<file path="config.mk">
export PLATFORM = sky130hd
export DESIGN_NAME = dmem_store_buffer
export DESIGN_NICKNAME = d
export VERILOG_FILES = /design/src/rtl/dmem_store_buffer.sv
export SDC_FILE = /design/constraint.sdc
export NUM_CORES = 1
export LEC_CHECK = 0
export BUFFER_PORTS_ARGS = -buffer_cell sky130_fd_sc_hd__buf_4
export CELL_PAD_IN_SITES_DETAIL_PLACEMENT = 0
export CELL_PAD_IN_SITES_GLOBAL_PLACEMENT = 1
export CORE_MARGIN = 1.5
export CORE_UTILIZATION = 35
export CTS_CLUSTER_DIAMETER = 50
export DETAILED_ROUTE_END_ITERATION = 7
export HOLD_SLACK_MARGIN = 0.05
export PLACE_DENSITY_LB_ADDON = 0.15
export SLEW_MARGIN = 20
export SYNTH_ARGS = -nofsm -noshare
export SYNTH_HDL_FRONTEND = slang
export SYNTH_SLANG_ARGS = --single-unit
</file>
<file path="constraint.sdc">
create_clock -name clk -period 11.7 [get_ports clk]
set_input_delay 1.755 -clock clk [delete_from_list [all_inputs] [get_ports clk]]
set_output_delay 1.755 -clock clk [all_outputs]
set_load 0.02 [all_outputs]
</file>
<file path="src/rtl/dmem_store_buffer.sv">
// Posted-write store buffer between the MEM-stage data port and the data memory.
// Stores queue in a circular FIFO, coalesce on address hits, and forward to loads.
module dmem_store_buffer #(
  parameter int DEPTH  = 4,
  parameter int ADDR_W = 32,
  parameter int DATA_W = 32
) (
  input  logic                         clk,
  input  logic                         rst,
  input  logic [ADDR_W-1:0]            addr_MEM,
  input  logic [DATA_W-1:0]            wdata_MEM,
  input  logic                         memwrite_MEM,
  output logic [DATA_W-1:0]            rdata_MEM,
  output logic                         sb_full,
  output logic                         sb_empty,
  output logic [$clog2(DEPTH+1)-1:0]   sb_count,
  output logic                         sb_overflow,
  output logic                         mem_we,
  output logic [ADDR_W-1:0]            mem_addr,
  output logic [DATA_W-1:0]            mem_wdata,
  input  logic                         mem_ready,
  output logic [ADDR_W-1:0]            mem_raddr,
  input  logic [DATA_W-1:0]            mem_rdata
);

  localparam int PTR_W = $clog2(DEPTH);
  localparam int CNT_W = $clog2(DEPTH+1);

  logic [DEPTH-1:0]  r_valid;
  logic [ADDR_W-1:0] r_addr [DEPTH];
  logic [DATA_W-1:0] r_data [DEPTH];
  logic [PTR_W-1:0]  r_head;
  logic [PTR_W-1:0]  r_tail;
  logic [CNT_W-1:0]  r_count;
  logic              r_overflow;

  logic              w_hit;
  logic [PTR_W-1:0]  w_hit_idx;
  logic              w_drain;
  logic              w_hit_draining;
  logic              w_coalesce;
  logic              w_room;
  logic              w_enq;
  logic              w_drop;

  // One address match serves both load forwarding and store coalescing; at
  // most one valid entry holds any address, so the match is never ambiguous.
  // NOTE: every signal gets a default before the loop, otherwise a latch is inferred.
  always_comb begin
    w_hit     = 1'b0;
    w_hit_idx = '0;
    for (int i = 0; i < DEPTH; i++) begin
      if (r_valid[i] && (r_addr[i] == addr_MEM)) begin
        w_hit     = 1'b1;
        w_hit_idx = PTR_W'(i);
      end
    end
  end

  assign w_drain        = mem_we && mem_ready;
  assign w_hit_draining = w_hit && (w_hit_idx == r_head) && w_drain;
  assign w_coalesce     = memwrite_MEM && w_hit && !w_hit_draining;
  assign w_room         = (r_count < CNT_W'(DEPTH)) || w_drain;
  assign w_enq          = memwrite_MEM && !w_coalesce && w_room;
  assign w_drop         = memwrite_MEM && !w_coalesce && !w_room;

  // Control state. When full and draining, head == tail: the enqueue is
  // written after the drain so the slot ends up valid again.
  // NOTE: sequential state uses non-blocking assignments so every register samples pre-edge values.
  always_ff @(posedge clk or negedge rst) begin
    if (!rst) begin
      r_valid    <= '0;
      r_head     <= '0;
      r_tail     <= '0;
      r_count    <= '0;
      r_overflow <= 1'b0;
    end else begin
      if (w_drain) begin
        r_valid[r_head] <= 1'b0;
        r_head          <= r_head + 1'b1;
      end
      if (w_enq) begin
        r_valid[r_tail] <= 1'b1;
        r_tail          <= r_tail + 1'b1;
      end
      r_count <= r_count + CNT_W'(w_enq) - CNT_W'(w_drain);
      if (w_drop) r_overflow <= 1'b1;
    end
  end

  // NOTE: the address/data arrays carry no reset; the valid bits gate every use of them.
  always_ff @(posedge clk) begin
    if (w_enq) begin
      r_addr[r_tail] <= addr_MEM;
      r_data[r_tail] <= wdata_MEM;
    end else if (w_coalesce) begin
      r_data[w_hit_idx] <= wdata_MEM;
    end
  end

  assign sb_count    = r_count;
  assign sb_empty    = (r_count == '0);
  assign sb_full     = (r_count == CNT_W'(DEPTH));
  assign sb_overflow = r_overflow;

  // Head outputs read as zero when empty, so reset clears them at once.
  assign mem_we    = !sb_empty;
  assign mem_addr  = mem_we ? r_addr[r_head] : '0;
  assign mem_wdata = mem_we ? r_data[r_head] : '0;

  assign mem_raddr = addr_MEM;
  assign rdata_MEM = w_hit ? r_data[w_hit_idx] : mem_rdata;

endmodule

</file>
==> Flow_metrics.wiki <==
{| class="wikitable"
! Metric !! Value
|-
| Run status || completed
|-
| Required time at the endpoint of the critical path || 9.95 ns
|-
| Post-synthesis share of cell area spent on full adders, half adders and majority gates || 1.053%
|-
| Fraction of final layout cells sized beyond drive strength 1 || 32.59%
|-
| Mapped cell area || 13,780 sq um
|-
| Category of the critical setup timing path || in -> out
|-
| Minimum setup slack among reg-to-reg paths || 6.88 ns
|-
| Prevailing post-synth register cell || sky130_fd_sc_hd__edfxtp_1
|-
| Final Wtd Congestion || 0.8495
|-
| Area share of the largest cell type after synthesis || 55.80%
|-
| VDD IR-drop max || 0.0001092 V
|-
| Nature of the critical path endpoint || output pin
|-
| Simple-gate share of the synthesized area || 10.50%
|-
| Worst hold path type || reg -> reg
|-
| Pin count of the biggest net entering global routing || 71
|-
| CTS tree || yes
|-
| Layout filler cell count || 3,570
|-
| Worst slew pin tran || 0.9481 ns
|-
| End of the critical path || rdata_MEM[21]
|-
| Largest family of logic cells by synthesized area || multiplexers
|-
| Iter 0 DRT Violations || 737
|-
| Level count of the clock H-tree || 2
|-
| Antenna violations before repair || 0
|-
| Power density over the cells || 233.5 nW/um^2
|-
| Number of buffers on the longest clock path || 3
|-
| Number of maximum-capacitance constraint violations || 0
|-
| Switching Share || 34.81%
|-
| Critical path startpoint category || primary input
|-
| Number of max-slew violations in the final report || 0
|-
| Final Setup Violations || 0
|-
| First element of the critical path || addr_MEM[11]
|-
| Area of the core || 38,740 sq um
|-
| Net switching component of the power || 1395 uW
|-
| Clock-pin slew on the worst setup and hold paths || 0.06 ns
|-
| Total global-route track usage || 20.11%
|-
| RSZ-0062 raised after global routing || no
|-
| Final clock period utilization by the worst path || 59.75%
|-
| Crit Reg-Reg Endpoint || r_data[1][29]
|-
| DR vias/cell || 5.224
|-
| Footprint of the flip-flops and latches || 7995 sq um
|-
| Horiz. Die Dim || 201.4 um
|-
| Worst hold-check slack || 0.4744 ns
|-
| Area added between synthesis and finish || 24.63%
|-
| Clk_skew || 0.01590 ns
|-
| Post-synthesis cell count || 974
|-
| Area of the multi-input gates || 5340 sq um
|-
| Total global routing overflow || 0
|-
| Worst Path Arrival || 5.24 ns
|-
| Wirelength, routed || 41.04 mm
|-
| Number of flops mapped to enable cells by yosys || 256
|-
| Remaining DRCs || 0
|-
| Share of synthesized flip-flops with an asynchronous set or reset || 4.478%
|-
| PostCTS Resize Cnt || 0
|-
| Routed wirelength normalized by instance count || 23.77 um
|-
| Post-route ant nets || 0
|-
| Compound-cell area share of the yosys netlist || 4.305%
|-
| Net count after synthesis || 1,085
|-
| Yosys top cell by area || sky130_fd_sc_hd__edfxtp_1
|-
| Highest attainable clock frequency || 0.1431 GHz
|-
| Sequential cell fraction of total power || 34.4%
|-
| Leakage power of the design || 0.006044 uW
|-
| Cell types with the largest area share after synthesis || sky130_fd_sc_hd__edfxtp_1 (56%), sky130_fd_sc_hd__mux4_2 (10%), sky130_fd_sc_hd__xor2_1 (5.5%), sky130_fd_sc_hd__mux2i_1 (3.9%), sky130_fd_sc_hd__and2_1 (3.2%)
|-
| Peak fanout along the critical path || 35
|-
| Number of diodes added for antenna fixing || 0
|-
| IO Pins || 235
|-
| Number of global-route vias before repair || 9,118
|-
| Count of yosys warnings during synthesis || 0
|-
| XOR/XNOR share of the synthesized area || 8.010%
|-
| Buffer type at the clock tree root || sky130_fd_sc_hd__clkbuf_16
|-
| Final number of hold-violating endpoints || 0
|-
| Flop and latch count out of synthesis || 268
|-
| Final critical delay including setup and external delays || 6.990 ns
|-
| Hpwl dp || 27.72 mm
|-
| Quantity of I/O buffers inserted on ports || 234
|-
| Average size of a mapped cell || 14.14 sq um
|-
| Reg-to-reg startpoint || r_addr[3][11]
|-
| Count of distinct cell types in the synthesized netlist || 49
|-
| Clock Power Share || 28.0%
|-
| Number of nets in the layout || 1,295
|-
| Final sum of negative setup slack || 0 ns
|-
| Cell with the most instances after synthesis || sky130_fd_sc_hd__edfxtp_1
|-
| CTS Sinks || 268
|-
| Clock latency on the worst-skew pair || 0.53 ns
|-
| Fraction of synthesized area in multiplexers || 14.47%
|-
| Global-route wire length before repair || 60.30 mm
|-
| Share of synthesized area occupied by flip-flops and latches || 57.98%
|-
| Initial Util || 35.57%
|-
| Top cells by count, synth || sky130_fd_sc_hd__edfxtp_1 (256), sky130_fd_sc_hd__xor2_1 (87), sky130_fd_sc_hd__and2_1 (71), sky130_fd_sc_hd__mux4_2 (64), sky130_fd_sc_hd__a21oi_1 (58)
|-
| Slew HR || 36.79%
|-
| Drt first pass iters || 5
|-
| Die Y || 201.4 um
|-
| Cell row count || 72
|-
| Comb power frac || 37.6%
|-
| Depth of the most critical reg-to-reg path || 10
|-
| Inserted Clock Buffers || 37
|-
| Number of buffers inserted by hold repair at cts || 0
|-
| Full die area || 40,560 sq um
|-
| Buffer count from post-CTS setup fixing || 0
|-
| Via count || 9,021
|-
| Cell internal pwr || 2613 uW
|}
layout make-up:
type / count / area share [%]
clock inverters: 22 / 1.443
repair buffers: 249 / 10.89
well taps: 518 / 3.775
inverters: 22 / 0.4809
multi-input cells: 606 / 31.10
flip-flops and latches: 268 / 46.56
clock buffers: 42 / 5.749
layout by cell type, fill, tap and decap left out, types with 3 or more instances in the layout:
| master | n |
|---|---|
| sky130_fd_sc_hd__a21oi_1 | 58 |
| sky130_fd_sc_hd__a22o_1 | 5 |
| sky130_fd_sc_hd__and2_1 | 71 |
| sky130_fd_sc_hd__buf_4 | 249 |
| sky130_fd_sc_hd__bufinv_16 | 4 |
| sky130_fd_sc_hd__clkbuf_1 | 3 |
| sky130_fd_sc_hd__clkbuf_16 | 39 |
| sky130_fd_sc_hd__clkinv_1 | 4 |
| sky130_fd_sc_hd__clkinv_2 | 3 |
| sky130_fd_sc_hd__clkinv_4 | 4 |
| sky130_fd_sc_hd__clkinvlp_4 | 5 |
| sky130_fd_sc_hd__dfrtp_1 | 10 |
| sky130_fd_sc_hd__edfxtp_1 | 256 |
| sky130_fd_sc_hd__ha_1 | 10 |
| sky130_fd_sc_hd__inv_1 | 21 |
| sky130_fd_sc_hd__mux2i_1 | 50 |
| sky130_fd_sc_hd__mux2i_4 | 4 |
| sky130_fd_sc_hd__mux4_2 | 64 |
| sky130_fd_sc_hd__nand2_1 | 14 |
| sky130_fd_sc_hd__nand2b_1 | 7 |
| sky130_fd_sc_hd__nand3_1 | 12 |
| sky130_fd_sc_hd__nand4_1 | 17 |
| sky130_fd_sc_hd__nand4b_1 | 8 |
| sky130_fd_sc_hd__nor2_1 | 55 |
| sky130_fd_sc_hd__nor3_1 | 7 |
| sky130_fd_sc_hd__nor4_1 | 36 |
| sky130_fd_sc_hd__o211ai_1 | 8 |
| sky130_fd_sc_hd__o21a_1 | 8 |
| sky130_fd_sc_hd__o22ai_1 | 9 |
| sky130_fd_sc_hd__or2_2 | 7 |
| sky130_fd_sc_hd__or4_1 | 6 |
| sky130_fd_sc_hd__xnor2_1 | 39 |
| sky130_fd_sc_hd__xor2_1 | 87 |
stage by stage:
step | std cells | total power (uW) | util [%] | worst slack (ns) | instance area [sq um]
global placement | 1663 | 2934 | 41.13 | 4.786 | 15930
CTS | 1727 | 4065 | 44.32 | 4.734 | 17170
floorplan | 974 | 2278 | - | 5.959 | 13780
finish | 1727 | 4009 | 44.32 | 4.710 | 17170
global route | 1727 | 4192 | 44.32 | 4.608 | 17170
detailed placement | 1663 | 2932 | 41.14 | 4.746 | 15940
power by group through the flow:
stage | Clock [uW] | Sequential [uW] | Combinational, uW
after floorplan | 0 | 1340 | 940
after global placement | 0 | 1400 | 1530
after detailed placement | 0 | 1400 | 1530
after CTS | 1140 | 1380 | 1540
after global routing | 1180 | 1400 | 1610
final | 1120 | 1380 | 1510
metal layers:
layer  track usage [%]  routed length [um]  up-vias
met5                 0                   0        -
met4             4.638                 600        0
met3             4.244                2744       34
met2             30.91               18760      295
met1             29.14               18940     4590
li1                  -                   -     4102
worst max-delay path, cell delays in order:
cell	delay [ns]
sky130_fd_sc_hd__buf_4	0.15
sky130_fd_sc_hd__xor2_1	0.19
sky130_fd_sc_hd__nor4_1	0.34
sky130_fd_sc_hd__nand4_1	0.21
sky130_fd_sc_hd__or4_1	0.94
sky130_fd_sc_hd__o2111ai_4	0.24
sky130_fd_sc_hd__buf_4	0.42
sky130_fd_sc_hd__and2_1	0.60
sky130_fd_sc_hd__a21oi_1	0.16
sky130_fd_sc_hd__buf_4	0.20
worst min-delay path by stage:
stage / end / startpoint / cells after the start / slack [ns]
after CTS: sb_overflow / sb_overflow / 1 / 0.49
after global placement: sb_overflow / sb_overflow / 1 / 0.49
final: sb_overflow / sb_overflow / 1 / 0.47
after detailed placement: sb_overflow / sb_overflow / 1 / 0.48
after floorplan: r_valid[2] / r_valid[2] / 1 / 0.47
after global routing: sb_overflow / sb_overflow / 1 / 0.50
kinds of logic after synthesis:
group,after synthesis
xor+xnor,126
buf+inv,100
compound gates,95
mux,119
fa+ha+maj,11
simple gates,255
flops,268
state kept, by name, summed over array words and instances (netlist names):
name / flops
r_data: 128
sb_count: 3
r_valid: 4
r_addr: 128
sb_overflow: 1
r_tail: 2
r_head: 2
Power figures use the tool's default switching activity.
